`config.mk`:
```
export PLATFORM = sky130hd
export DESIGN_NAME = hazard_forward_unit
export DESIGN_NICKNAME = d
export VERILOG_FILES = /design/src/rtl/hazard_pkg.sv /design/src/rtl/hazard_scoreboard.sv /design/src/rtl/hazard_forward_unit.sv
export SDC_FILE = /design/constraint.sdc
export NUM_CORES = 1
export LEC_CHECK = 0
export CAP_MARGIN = 20
export CORE_UTILIZATION = 35
export CTS_CLUSTER_DIAMETER = 80
export DETAILED_ROUTE_END_ITERATION = 6
export HOLD_SLACK_MARGIN = 0.15
export PLACE_DENSITY = 0.6
export SETUP_SLACK_MARGIN = 0.3
export SLEW_MARGIN = 5
export SYNTH_ARGS = -nofsm -noshare
export SYNTH_HDL_FRONTEND = slang
export SYNTH_SLANG_ARGS = --single-unit
```
`constraint.sdc`:
```
create_clock -name clk -period 6.6 [get_ports clk]
set_clock_uncertainty 0.1 [all_clocks]
set_input_delay 0.66 -clock clk [delete_from_list [all_inputs] [get_ports clk]]
set_output_delay 0.66 -clock clk [all_outputs]
set_load 0.01 [all_outputs]
```
`src/rtl/hazard_pkg.sv`:
```
// Shared definitions for the hazard/forwarding unit: operand-select encoding
// and default register-file geometry.
package hazard_pkg;

  localparam int DEF_NUM_REGS = 32;
  localparam int DEF_REG_AW   = 5;

  typedef enum logic [1:0] {
    FWD_NONE = 2'b00,
    FWD_WB   = 2'b01,
    FWD_MEM  = 2'b10,
    FWD_LT   = 2'b11
  } fwd_sel_t;

endpackage

```
`src/rtl/hazard_scoreboard.sv`:
```
// Per-register scoreboard for long-latency ops: pending bits, watchdog
// countdowns and the sticky timeout flag.
module hazard_scoreboard
  import hazard_pkg::*;
#(
  parameter int NUM_REGS = DEF_NUM_REGS,
  parameter int REG_AW   = DEF_REG_AW,
  parameter int LAT_W    = 4
) (
  input  logic                clk,
  input  logic                rst,
  input  logic [REG_AW-1:0]   ex_rd,
  input  logic                ex_reg_write,
  input  logic                ex_long_issue,
  input  logic [LAT_W-1:0]    ex_long_lat,
  input  logic                lt_done,
  input  logic [REG_AW-1:0]   lt_rd,
  output logic [NUM_REGS-1:0] sb_busy,
  output logic                sb_timeout
);

  logic [NUM_REGS-1:0] pending_q;
  logic [LAT_W-1:0]    cnt_q [NUM_REGS];
  logic                set_valid;
  logic [LAT_W-1:0]    set_cnt;
  logic                expired;

  assign set_valid = ex_long_issue && ex_reg_write && (ex_rd != '0);
  // A zero budget would expire immediately; treat it as one cycle.
  assign set_cnt   = (ex_long_lat == '0) ? LAT_W'(1) : ex_long_lat;

  // NOTE: every always_comb output gets a default first so no latch is inferred.
  always_comb begin
    expired = 1'b0;
    for (int r = 0; r < NUM_REGS; r++) begin
      if (pending_q[r] && (cnt_q[r] == '0) && !(lt_done && (lt_rd == REG_AW'(r))))
        expired = 1'b1;
    end
  end

  // NOTE: the countdown array is reset explicitly because a stale count left
  // behind a cleared pending bit would be reloaded before it is ever read anyway,
  // but resetting it keeps the state fully deterministic out of reset.
  always_ff @(posedge clk) begin
    if (rst) begin
      pending_q  <= '0;
      sb_timeout <= 1'b0;
      for (int r = 0; r < NUM_REGS; r++) cnt_q[r] <= '0;
    end else begin
      if (expired) sb_timeout <= 1'b1;
      for (int r = 0; r < NUM_REGS; r++) begin
        // A new issue to the same register supersedes a completing older op.
        if (set_valid && (ex_rd == REG_AW'(r))) begin
          pending_q[r] <= 1'b1;
          cnt_q[r]     <= set_cnt;
        end else if (lt_done && (lt_rd == REG_AW'(r))) begin
          pending_q[r] <= 1'b0;
          cnt_q[r]     <= '0;
        end else if (pending_q[r] && (cnt_q[r] != '0)) begin
          cnt_q[r]     <= cnt_q[r] - LAT_W'(1);
        end
      end
    end
  end

  assign sb_busy = pending_q;

endmodule

```
`src/rtl/hazard_forward_unit.sv`:
```
// Forwarding, load-use/long-op stall generation, registered long-result
// bypass and stall-cycle counter for the 5-stage integer pipeline.
module hazard_forward_unit
  import hazard_pkg::*;
#(
  parameter int NUM_REGS = DEF_NUM_REGS,
  parameter int REG_AW   = DEF_REG_AW,
  parameter int LAT_W    = 4,
  parameter int CNT_W    = 32
) (
  input  logic                clk,
  input  logic                rst,
  input  logic [REG_AW-1:0]   id_rs1,
  input  logic [REG_AW-1:0]   id_rs2,
  input  logic                id_use_rs1,
  input  logic                id_use_rs2,
  input  logic [REG_AW-1:0]   id_rd,
  input  logic                id_reg_write,
  input  logic [REG_AW-1:0]   ex_rs1,
  input  logic [REG_AW-1:0]   ex_rs2,
  input  logic [REG_AW-1:0]   ex_rd,
  input  logic                ex_reg_write,
  input  logic                ex_mem_read,
  input  logic                ex_long_issue,
  input  logic [LAT_W-1:0]    ex_long_lat,
  input  logic [REG_AW-1:0]   mem_rd,
  input  logic                mem_reg_write,
  input  logic [REG_AW-1:0]   wb_rd,
  input  logic                wb_reg_write,
  input  logic                lt_done,
  input  logic [REG_AW-1:0]   lt_rd,
  input  logic                flush,
  output logic [1:0]          forward_a,
  output logic [1:0]          forward_b,
  output logic                stall_id,
  output logic [NUM_REGS-1:0] sb_busy,
  output logic                sb_timeout,
  output logic [CNT_W-1:0]    stall_count
);

  logic              lt_q_valid;
  logic [REG_AW-1:0] lt_q_rd;
  logic              load_use, raw, waw;

  hazard_scoreboard #(
    .NUM_REGS (NUM_REGS),
    .REG_AW   (REG_AW),
    .LAT_W    (LAT_W)
  ) u_scoreboard (
    .clk           (clk),
    .rst           (rst),
    .ex_rd         (ex_rd),
    .ex_reg_write  (ex_reg_write),
    .ex_long_issue (ex_long_issue),
    .ex_long_lat   (ex_long_lat),
    .lt_done       (lt_done),
    .lt_rd         (lt_rd),
    .sb_busy       (sb_busy),
    .sb_timeout    (sb_timeout)
  );

  function automatic fwd_sel_t pick_fwd(
    input logic [REG_AW-1:0] src,
    input logic [REG_AW-1:0] m_rd,  input logic m_wr,
    input logic [REG_AW-1:0] l_rd,  input logic l_vld,
    input logic [REG_AW-1:0] w_rd,  input logic w_wr
  );
    if (src == '0)                   return FWD_NONE;
    else if (m_wr  && (m_rd == src)) return FWD_MEM;
    else if (l_vld && (l_rd == src)) return FWD_LT;
    else if (w_wr  && (w_rd == src)) return FWD_WB;
    else                             return FWD_NONE;
  endfunction

  // A register blocks ID while pending, except in the cycle its result
  // arrives: the consumer then reaches EX just as lt_q holds the value.
  function automatic logic blocked(
    input logic [REG_AW-1:0]   src,
    input logic [NUM_REGS-1:0] busy,
    input logic                done,
    input logic [REG_AW-1:0]   done_rd
  );
    return (src != '0) && busy[src] && !(done && (done_rd == src));
  endfunction

  always_comb begin
    forward_a = FWD_NONE;
    forward_b = FWD_NONE;
    if (!rst) begin
      forward_a = pick_fwd(ex_rs1, mem_rd, mem_reg_write, lt_q_rd, lt_q_valid,
                           wb_rd, wb_reg_write);
      forward_b = pick_fwd(ex_rs2, mem_rd, mem_reg_write, lt_q_rd, lt_q_valid,
                           wb_rd, wb_reg_write);
    end
  end

  assign load_use = ex_mem_read && ex_reg_write && (ex_rd != '0) &&
                    ((id_use_rs1 && (id_rs1 == ex_rd)) ||
                     (id_use_rs2 && (id_rs2 == ex_rd)));
  assign raw      = (id_use_rs1 && blocked(id_rs1, sb_busy, lt_done, lt_rd)) ||
                    (id_use_rs2 && blocked(id_rs2, sb_busy, lt_done, lt_rd));
  assign waw      = id_reg_write && blocked(id_rd, sb_busy, lt_done, lt_rd);
  assign stall_id = !rst && !flush && (load_use || raw || waw);

  // NOTE: sequential state uses non-blocking assignments so every register
  // samples pre-edge values regardless of statement order.
  always_ff @(posedge clk) begin
    if (rst) begin
      lt_q_valid  <= 1'b0;
      lt_q_rd     <= '0;
      stall_count <= '0;
    end else begin
      lt_q_valid <= lt_done && (lt_rd != '0);
      lt_q_rd    <= lt_rd;
      if (stall_id && (stall_count != '1))
        stall_count <= stall_count + CNT_W'(1);
    end
  end

endmodule

```
* Word-level counts from Yosys, hierarchy flattened
Memories as Yosys holds them, arrays and structs flattened.
Cells that the tools add are included.
** Storage, ports and cells
- Bits in registers :: 71
- RAM bits :: 128
- Input port bits :: 61
- Output and inout port bits :: 70
- Word-level logic and storage cells :: 1174
- Memories kept :: 1
** Memories
- u_scoreboard.cnt_q :: words 32, bits a word 4, rd ports 32, clocked after memory_dff 0, wr ports 32, RTL line hazard_scoreboard.sv:23 : logic [LAT_W-1:0] cnt_q [NUM_REGS];
** Cells by class
- Add/sub/neg operators :: 33
- Magnitude comparators :: 3
- Equality and inequality tests :: 74
- Mux-type cells :: 595
- Bitwise operators :: 96
- Reduce and logical (&&, ||, !) cells :: 336
** Operators by type and width (count)
- 2-to-1 mux 1 bit :: 487
- 2-to-1 mux 4 bit :: 97
- logical AND 1 bit :: 189
- equality test 5 bit (second input constant) :: 32
- logical NOT 4 bit :: 33
- nonzero test 4 bit :: 32
- subtractor 4 x 1 -> 4 bit (second input constant) :: 32
- bitwise OR 1 bit :: 96
- equality test 5 x 4 -> 1 bit (second input constant) :: 16
- nonzero test 2 bit :: 32
- equality test 5 bit :: 11
- equality test 5 x 3 -> 1 bit (second input constant) :: 8
- logical NOT 1 bit :: 37
- adder 32 x 1 -> 32 bit (second input constant) :: 1
- != test 32 bit (second input constant) :: 1
- nonzero test 5 bit :: 5
- equality test 5 x 2 -> 1 bit (second input constant) :: 4
- logical NOT 5 bit :: 4
- < comparator 5 x 6 -> 1 bit (second input constant) :: 3
- 2-to-1 mux 2 bit :: 8
- binary-select mux 1 bit (select 5 bit) :: 3
- equality test 5 x 1 -> 1 bit (second input constant) :: 2
- logical OR 1 bit :: 4

* Depth between registers and ports, before layout
Gate-level depths: netlist of the first run.
- Word-level depth :: 36
- Gate-level depth with buffers :: 10
- Mapped depth without buffers :: 8

* Hierarchy
From an unflattened synthesis of the first run, not the netlist that was laid out.
** Second synthesis, totals
- Cells, all modules :: 1493
- Area, all modules :: 13584.3 um2
** By module, submodules not included
- hazard_scoreboard :: instances 1, cells an instance 1074, area each 9942.0 um2, seq. area each 4504.3 um2
- hazard_forward_unit :: instances 1, cells an instance 419, area each 3642.2 um2, seq. area each 760.7 um2

* Least setup slack after synthesis of the first run
OpenSTA, ideal clock, no wires.
- Path type :: input port to output port
- Start point :: in id_rd[0]
- End point :: out stall_id
- Data arrival time :: 2.451 ns
- Data required time :: 5.840 ns
- Slack :: 3.389 ns
- Cell stages on the path :: 8
- Buffers on the path :: 2
- Cell sequence :: buf_2 -> mux4_2 -> mux2_2 -> nand2_1 -> a311oi_2 -> o41ai_4 -> buf_4 -> inv_2
** Between the ends
- Cells in the longest elaborated chain, start to end :: 7
- Elaborated cells between the ends (all ways) :: 11
- Classes of those cells :: 1 x eq/ne; 2 x mux; 8 x reduce/logical
** RTL lines
- start: declaration :: RTL line hazard_forward_unit.sv:17 : input logic [REG_AW-1:0] id_rd,
- binary-select mux 1 bit (select 5 bit) / equality test 5 bit (equally long branches) :: RTL line hazard_forward_unit.sv:83 : return (src != '0) && busy[src] && !(done && (done_rd == src));
- 2-to-1 mux 1 bit (implied by the code) / logical AND 1 bit (equally long branches) :: RTL line hazard_forward_unit.sv:83
- logical AND 1 bit / logical NOT 1 bit (equally long branches) :: RTL line hazard_forward_unit.sv:83
- logical AND 1 bit * :: RTL line hazard_forward_unit.sv:83
- logical AND 1 bit * :: RTL line hazard_forward_unit.sv:102 : assign waw = id_reg_write && blocked(id_rd, sb_busy, lt_done, lt_rd);
- logical OR 1 bit * :: RTL line hazard_forward_unit.sv:103 : assign stall_id = !rst && !flush && (load_use || raw || waw);
- logical AND 1 bit * :: RTL line hazard_forward_unit.sv:103
- end: declaration :: RTL line hazard_forward_unit.sv:35 : output logic stall_id,
Every way passes the cells marked *; elsewhere a longest branch is shown, timed or not. The select of a mux whose other input is x is not followed.

* Final worst setup path of the first run
- Start point :: in id_rs2[1]
- End point :: out stall_id
** Between the ends
- Cells in the longest elaborated chain, start to end :: 9
- Elaborated cells between the ends (all ways) :: 17
- Classes of those cells :: 2 x eq/ne; 2 x mux; 13 x reduce/logical
** RTL lines
- start: declaration :: RTL line hazard_forward_unit.sv:14 : input logic [REG_AW-1:0] id_rs2,
- binary-select mux 1 bit (select 5 bit) / equality test 5 bit (equally long branches) :: RTL line hazard_forward_unit.sv:83
- 2-to-1 mux 1 bit (implied by the code) / logical AND 1 bit (equally long branches) :: RTL line hazard_forward_unit.sv:83
- logical AND 1 bit / logical NOT 1 bit (equally long branches) :: RTL line hazard_forward_unit.sv:83
- logical AND 1 bit :: RTL line hazard_forward_unit.sv:83
- logical AND 1 bit :: RTL line hazard_forward_unit.sv:101 : (id_use_rs2 && blocked(id_rs2, sb_busy, lt_done, lt_rd));
- logical OR 1 bit :: RTL line hazard_forward_unit.sv:100 : assign raw = (id_use_rs1 && blocked(id_rs1, sb_busy, lt_done, lt_rd)) ||
- logical OR 1 bit * (2 in a row) :: RTL line hazard_forward_unit.sv:103
- logical AND 1 bit * :: RTL line hazard_forward_unit.sv:103
Marked as above.

==> results by group, run 1 <==
Place
  • Global placement routability congestion: around 0.94
  • Hpwl dp: 29.1 mm
  • IO buf count: 130
  • Cell Count Post-Placement: 2016
  • DP Area: 0.0147 mm²

Drt
  • Initial drt markers: 846
  • Remaining antenna violation count: 0
  • DRT Pass-1 Iters: 5
  • Vias per inst: 5.54
  • Max layer used: met5
  • Wirelength per Cell: just under 20 µm
  • DRT met1 WL: roughly 17 mm
  • Total Routed Length: 39.6 mm
  • Via count: 11400
  • Detail Route met3 WL: 2.87 mm
  • DR WL met2: roughly 18 mm
  • Post-detailed-route DRC marker count: 0

Setup path
  • Max stage delay on crit path: between 0.9 and 1 ns
  • Slowest stage cell, crit path: clkdlybuf4s50_1
  • Reg2reg setup slack: roughly 2.9 ns
  • CP arrival: between 4 and 5 ns
  • Crit Path Class: in -> out
  • CP dominant cell by count: clkdlybuf4s50_1
  • Worst EP required: between 5 and 6 ns
  • Worst R2R Start: u_scoreboard.sb_busy[18]
  • Crit path max fanout: 13
  • Reg2reg path depth: 8
  • CP Capture Type: primary output
  • Reg2reg end: stall_count[23]
  • CP Launch Type: input pin
  • Crit-path cells: clkdlybuf4s50_1 > mux4_2 > or2_0 > a31oi_1 > a2111oi_4 > o41ai_4 > inv_2 > clkdlybuf4s50_1

Power
  • Switch share: 25.6%
  • Switching power: 767 µW
  • Pint: 2.22 mW
  • P per Cell Area: ~200 mW/mm²
  • Worst vdd ir: 0.196 mV
  • Flop pwr share: 47.2%
  • Combinational power share: a little over an eighth
  • Clock share of power: 39.8%
  • Lkg Pwr: 5.44 nW

Die
  • Core ar.: 0.0365 mm²
  • Horiz. Die Dim: 195 µm
  • Die H: 195 µm
  • Top-level port count: 131
  • Die area: between 0.03 and 0.04 mm²
  • # rows: 70
  • Initial Util: 35.5%

Global routing
  • Initial antenna violation count: 3
  • Number of global-route vias before repair: between 10000 and 15000
  • Largest net degree at the start of global routing: between 80 and 90
  • Remaining Overflow, GRT: 0
  • First-pass GRT wire length: 61.6 mm
  • Total GRT Usage: 21.0%

Final layout
  • Fin nets: 1666
  • P&R area growth vs syn: 18.2%
  • Fraction of layout cells with a size suffix above 1: under 10%
  • Post-layout util: 42.0%
  • Finished Layout Cells: 2050
  • Final Cell Area: between 0.015 and 0.02 mm²

Clock tree
  • CTS H-Tree Depth: 4
  • Worst-skew pair later-pin latency: 0.46 ns
  • Num CTS Buffers: 17
  • # clock sinks: 199
  • Reg clk slew, reported paths: 0.07 ns
  • Post-CTS Hold Buffers: 0
  • Setup bufs post-CTS: 0
  • Resize count post-CTS: 0
  • Clock Tree Buf Depth: 2
  • CTS tree: built
  • CTS root buf: clkbuf_16

Logic synthesis
  • Top_reg_cell synth: edfxtp_1
  • Post-synthesis register bit count: 199
  • Post-synth cell types: 74
  • Syn Nets: 1571
  • Avg Inst Size Synth: 8.82 µm²
  • Post-Syn Instances: ~1500
  • Number of flops mapped to enable cells by yosys: around 130
  • Post-synthesis sequential area ratio: about 41%
  • Synth warnings: 0
  • Mapped cell area: 0.0130 mm²
  • Async SR Flop Fraction: 0%

Status
  • Status: finished, final reports clean

Timing
  • Worst slew pin tran: 1.04 ns
  • Minimum clock period: 4.96 ns
  • Fin crit share: 75.2%
  • Fmax: 202 MHz
  • Relative slew slack: 30.5%
  • Final setup viols: 0
  • Hold Fails Final Rpt: 0
  • Slew Limit Fails: 0
  • Fin Setup TNS: 0 ns
  • RSZ-0062 raised after global routing: no

Run
  • Max-Cap Viols: 0

Worst hold path
  • Worst hold path stage count: 2
  • Min-delay src: stall_count[5]
  • Hold Path Class: reg -> reg
  • WHS Endpoint: stall_count[5]
metal layers:
layer / vias to the layer above / track usage (%)
met1: 5471 / 27.3
met2: 394 / 34.6
met3: 46 / 4.27
li1: 5453 / -
met4: 2 / 7.14
met5: - / 0
cells by family (layout without fill, tap and decap cells):
logic type,count (synthesis),after routing,synth area share (%)
compound gates,262,262,13.0
fa+ha+maj,38,38,3.66
mux,51,51,6.03
simple gates,642,642,23.5
xor+xnor,128,128,8.64
other cells,0,2,0
buf+inv,152,260,4.67
flops,199,199,40.6
power by group through the flow:
stage	registers (mW)	clock network (mW)	logic (mW)
finish	1.41	1.19	0.390
global placement	1.44	0	0.380
floorplan	1.43	0	0.258
CTS	1.41	1.21	0.390
global route	1.42	1.26	0.429
detailed placement	1.44	0	0.387
critical path: cells and delay by family:
family / cells / cell delay [ns]
muxes: 1 / 0.57
buffers and inverters: 3 / 1.47
and+or+nand+nor: 1 / 0.21
AOI/OAI and AO/OA: 3 / 1.28
worst max-delay path by stage:
stage / start / end / slack (ns) / depth (start not counted)
6_report: id_rs2[1] / stall_id / 1.64 / 8
5_1_grt: id_rs2[1] / stall_id / 1.53 / 8
4_1_cts: id_rs2[1] / stall_id / 1.71 / 8
3_5_place_dp: id_rs2[1] / stall_id / 1.75 / 8
3_3_place_gp: id_rs2[1] / stall_id / 1.75 / 8
2_1_floorplan: id_rd[0] / stall_id / 3.39 / 8
cells in the mapped netlist, drive strengths merged (20+ instances only):
| master | instances | area (µm²) |
|---|---|---|
| nand3 | 50 | 250 |
| clkbuf | 46 | 173 |
| inv | 86 | 323 |
| nand2 | 168 | 638 |
| xor2 | 47 | 412 |
| xnor2 | 81 | 709 |
| nor3b | 20 | 150 |
| buf | 20 | 110 |
| nor2 | 206 | 776 |
| nor4 | 20 | 125 |
| nand4 | 23 | 144 |
| edfxtp | 128 | 3840 |
| a21oi | 113 | 566 |
| o22ai | 38 | 238 |
| ha | 38 | 475 |
| dfxtp | 71 | 1420 |
| nor3 | 56 | 285 |
flip-flops by register name, summed over array words and instances, names as in the netlist:
signal and count:
lt_q_rd 5, lt_q_valid 1, stall_count 32, u_scoreboard.cnt_q 128
u_scoreboard.sb_busy 32, u_scoreboard.sb_timeout 1
stage by stage:
stage          power, mW  setup WS [ns]  hold slack [ns]
2_1_floorplan       1.69           3.39            0.392
3_3_place_gp        1.82           1.75            0.380
3_5_place_dp        1.83           1.75            0.394
4_1_cts             3.01           1.71            0.411
5_1_grt             3.10           1.53            0.425
6_report            2.99           1.64            0.404
cell usage in the layout, fill, tap and decap left out, types with 9 or more instances in the layout:
master	netlist	layout
nor2_1	205	205
nand2_1	167	167
clkdlybuf4s50_1	0	129
edfxtp_1	128	128
a21oi_1	113	113
inv_1	85	85
xnor2_1	81	81
dfxtp_1	71	71
nor3_1	55	55
nand3_1	50	50
xor2_1	47	47
o22ai_1	38	38
ha_1	38	38
nand4_1	23	23
nor4_1	20	20
nor3b_1	20	20
nor2b_1	19	19
a22oi_1	19	19
mux4_2	18	18
clkbuf_16	0	17
and2_1	16	16
and3_1	15	15
a31oi_1	15	15
o21ai_0	14	14
mux2i_1	13	13
buf_4	4	12
o211ai_1	11	11
nand2b_1	10	10
mux2_2	9	9
layout make-up:
class	instances	area, µm²
repair buffers	142	1390
inverters	86	323
well taps	468	586
diodes	2	5.00
fillers	3552	21200
flip-flops and latches	199	5270
multi-input cells	1121	7110
clock inverters	12	210
clock buffers	20	447
Power figures use the tool's default switching activity.
==> inputs of run 2 (changes only) <==
Settings changed: PLACE_DENSITY 0.6 to 0.62.
Clock period 6.6 ns to 4.25 ns, I/O delays scaled along.
==> run 2 against run 1 <==
Hold slack lost 0.12 ns; design area grew 0.99%; non-clock buffer count grew 23; sequential share of layout area shrank 0.34 points; clock power grew 45%; register-to-register slack lost 2.0 ns; power grew 52%; critical path depth grew 1; sequential power grew 55%; via count grew 1.7%; first-iteration DRC count grew 9.9%; setup slack lost 1.1 ns.
==> results by group, run 2 (synthesis results as in run 1) <==
Drt
  • Total Routed Length: 40.4 mm
  • DR WL met2: 18.6 mm
  • Vias per inst: 5.58
  • DRT Pass-1 Iters: 5
  • Via count: approximately 12000
  • Remaining antenna violation count: 0
  • Detail Route met3 WL: 2.95 mm
  • Initial drt markers: slightly above 900
  • Wirelength per Cell: approximately 19 µm
  • Max layer used: met4
  • Post-detailed-route DRC marker count: 0
  • DRT met1 WL: between 15 and 20 mm

Timing
  • Worst slew pin tran: 0.863 ns
  • Minimum clock period: approximately 3.7 ns
  • Final setup viols: 0
  • Slew Limit Fails: 0
  • RSZ-0062 raised after global routing: no
  • Fin crit share: 87.5%
  • Hold Fails Final Rpt: 0
  • Setup ws final: 0.530 ns
  • Fmax: 269 MHz
  • Fin Setup TNS: 0 ns
  • Relative slew slack: a little over two fifths

Power
  • Pwr Total: about 4.5 mW
  • Lkg Pwr: 5.56 nW
  • P per Cell Area: 294 mW/mm²
  • Worst vdd ir: between 0.2 and 0.3 mV

Final layout
  • Filler cells: 3586
  • Max reg flops: around 130
  • Fin nets: approximately 1700
  • Finished Layout Cells: 2073
  • Most frequent cells in the layout: nor2_1 (205), nand2_1 (167), edfxtp_1 (128), clkdlybuf4s50_1 (127), a21oi_1 (113)
  • P&R area growth vs syn: 19.3%
  • Commonest non-fill, non-tap cell in the layout: nor2_1
  • Largest Register: u_scoreboard.cnt_q
  • Fraction of layout cells with a size suffix above 1: under 10%

Clock tree
  • Num CTS Buffers: 17
  • CTS tree: built
  • CTS H-Tree Depth: 4
  • # clock sinks: 199
  • Clock Tree Buf Depth: 2
  • CTS root buf: clkbuf_16
  • Worst-skew pair later-pin latency: 0.45 ns
  • Reg clk slew, reported paths: 0.08 ns
  • Post-CTS Hold Buffers: 0

Setup path
  • Crit path max fanout: 8
  • CP arrival: 3.20 ns
  • Worst EP required: about 3.7 ns
  • Slowest stage cell, crit path: clkdlybuf4s50_1
  • CP Launch Type: input pin
  • Crit-path cells: clkdlybuf4s50_1 > mux4_2 > mux2_2 > nand2_1 > a311oi_2 > o41ai_4 > buf_4 > inv_2 > clkdlybuf4s50_1
  • CP Buf/Inv Count: 4
  • Delay-heaviest family, CP: buffers and inverters
  • Crit Path Class: in -> out
  • CP dominant cell by count: clkdlybuf4s50_1
  • CP Capture Type: primary output
  • Max stage delay on crit path: around 0.70 ns

Global routing
  • Total GRT Usage: 21.1%
  • Number of global-route vias before repair: 11000
  • First-pass GRT wire length: between 60 and 70 mm
  • Remaining Overflow, GRT: 0
  • Initial antenna violation count: 3
  • Largest net degree at the start of global routing: about 110

Die
  • # rows: 70
  • Die H: between 150 and 200 µm
  • Die area: 0.0379 mm²
  • Initial Util: 35.5%
  • Horiz. Die Dim: 195 µm
  • Core ar.: 0.0365 mm²
  • Top-level port count: approximately 130

Place
  • Pre-CTS WS: between 0.15 and 0.2 ns
  • IO buf count: 130
  • Hpwl dp: about 30 mm
  • Global placement routability congestion: about 0.95
  • Cell Count Post-Placement: 2038

Run
  • Max-Cap Viols: 0

Status
  • Status: finished, final reports clean

Worst hold path
  • Hold Path Class: in -> reg
## run 2: through the flow
stage / hold WS, ns / util (%) / area, µm²
2_1_floorplan: 0.392 / - / 13000
3_5_place_dp: 0.384 / 40.7 / 14900
6_report: 0.287 / 42.4 / 15500
4_1_cts: 0.269 / 42.4 / 15500
5_1_grt: 0.287 / 42.4 / 15500
3_3_place_gp: 0.380 / 40.7 / 14900
## run 2: metal layers
metal	track usage, %	vias up
met5	0	-
met4	8.85	0
met3	4.62	72
met2	33.7	431
met1	27.6	5554
li1	-	5501
## run 2: final cells by class
cell class	count	area [µm²]	area share [%]
multi-input combinational	1121	7110	45.9
sequential	199	5270	34.0
timing repair buffer	165	1580	10.2
tap	468	586	3.78
clock buffer	19	475	3.07
inverter	86	323	2.08
clock inverter	13	146	0.945
antenna	2	5.00	0.0323
## run 2: final timing paths
| path | from | end | slack (ns) | depth (start not counted) |
|---|---|---|---|---|
| setup / recovery | id_rd[0] | stall_id | 0.53 | 9 |
| hold / removal | rst | u_scoreboard.sb_busy[23] | 0.29 | 2 |
| hold reg to reg | stall_count[5] | stall_count[5] | 0.40 | 2 |
| setup reg to reg | u_scoreboard.sb_busy[3] | stall_count[27] | 0.86 | 9 |
## run 2: timing repair
item,CTS,global route
setup endpoints to repair,1,1
gates resized for setup,1,1
setup buffers,0,1
pin swaps,1,1
## run 2: where the power goes
group	leakage [nW]	internal [mW]	total [mW]	switching (mW)
Clock	0.307	0.864	1.73	0.865
Combinational	3.36	0.261	0.627	0.366
Sequential	1.89	2.13	2.19	0.0573
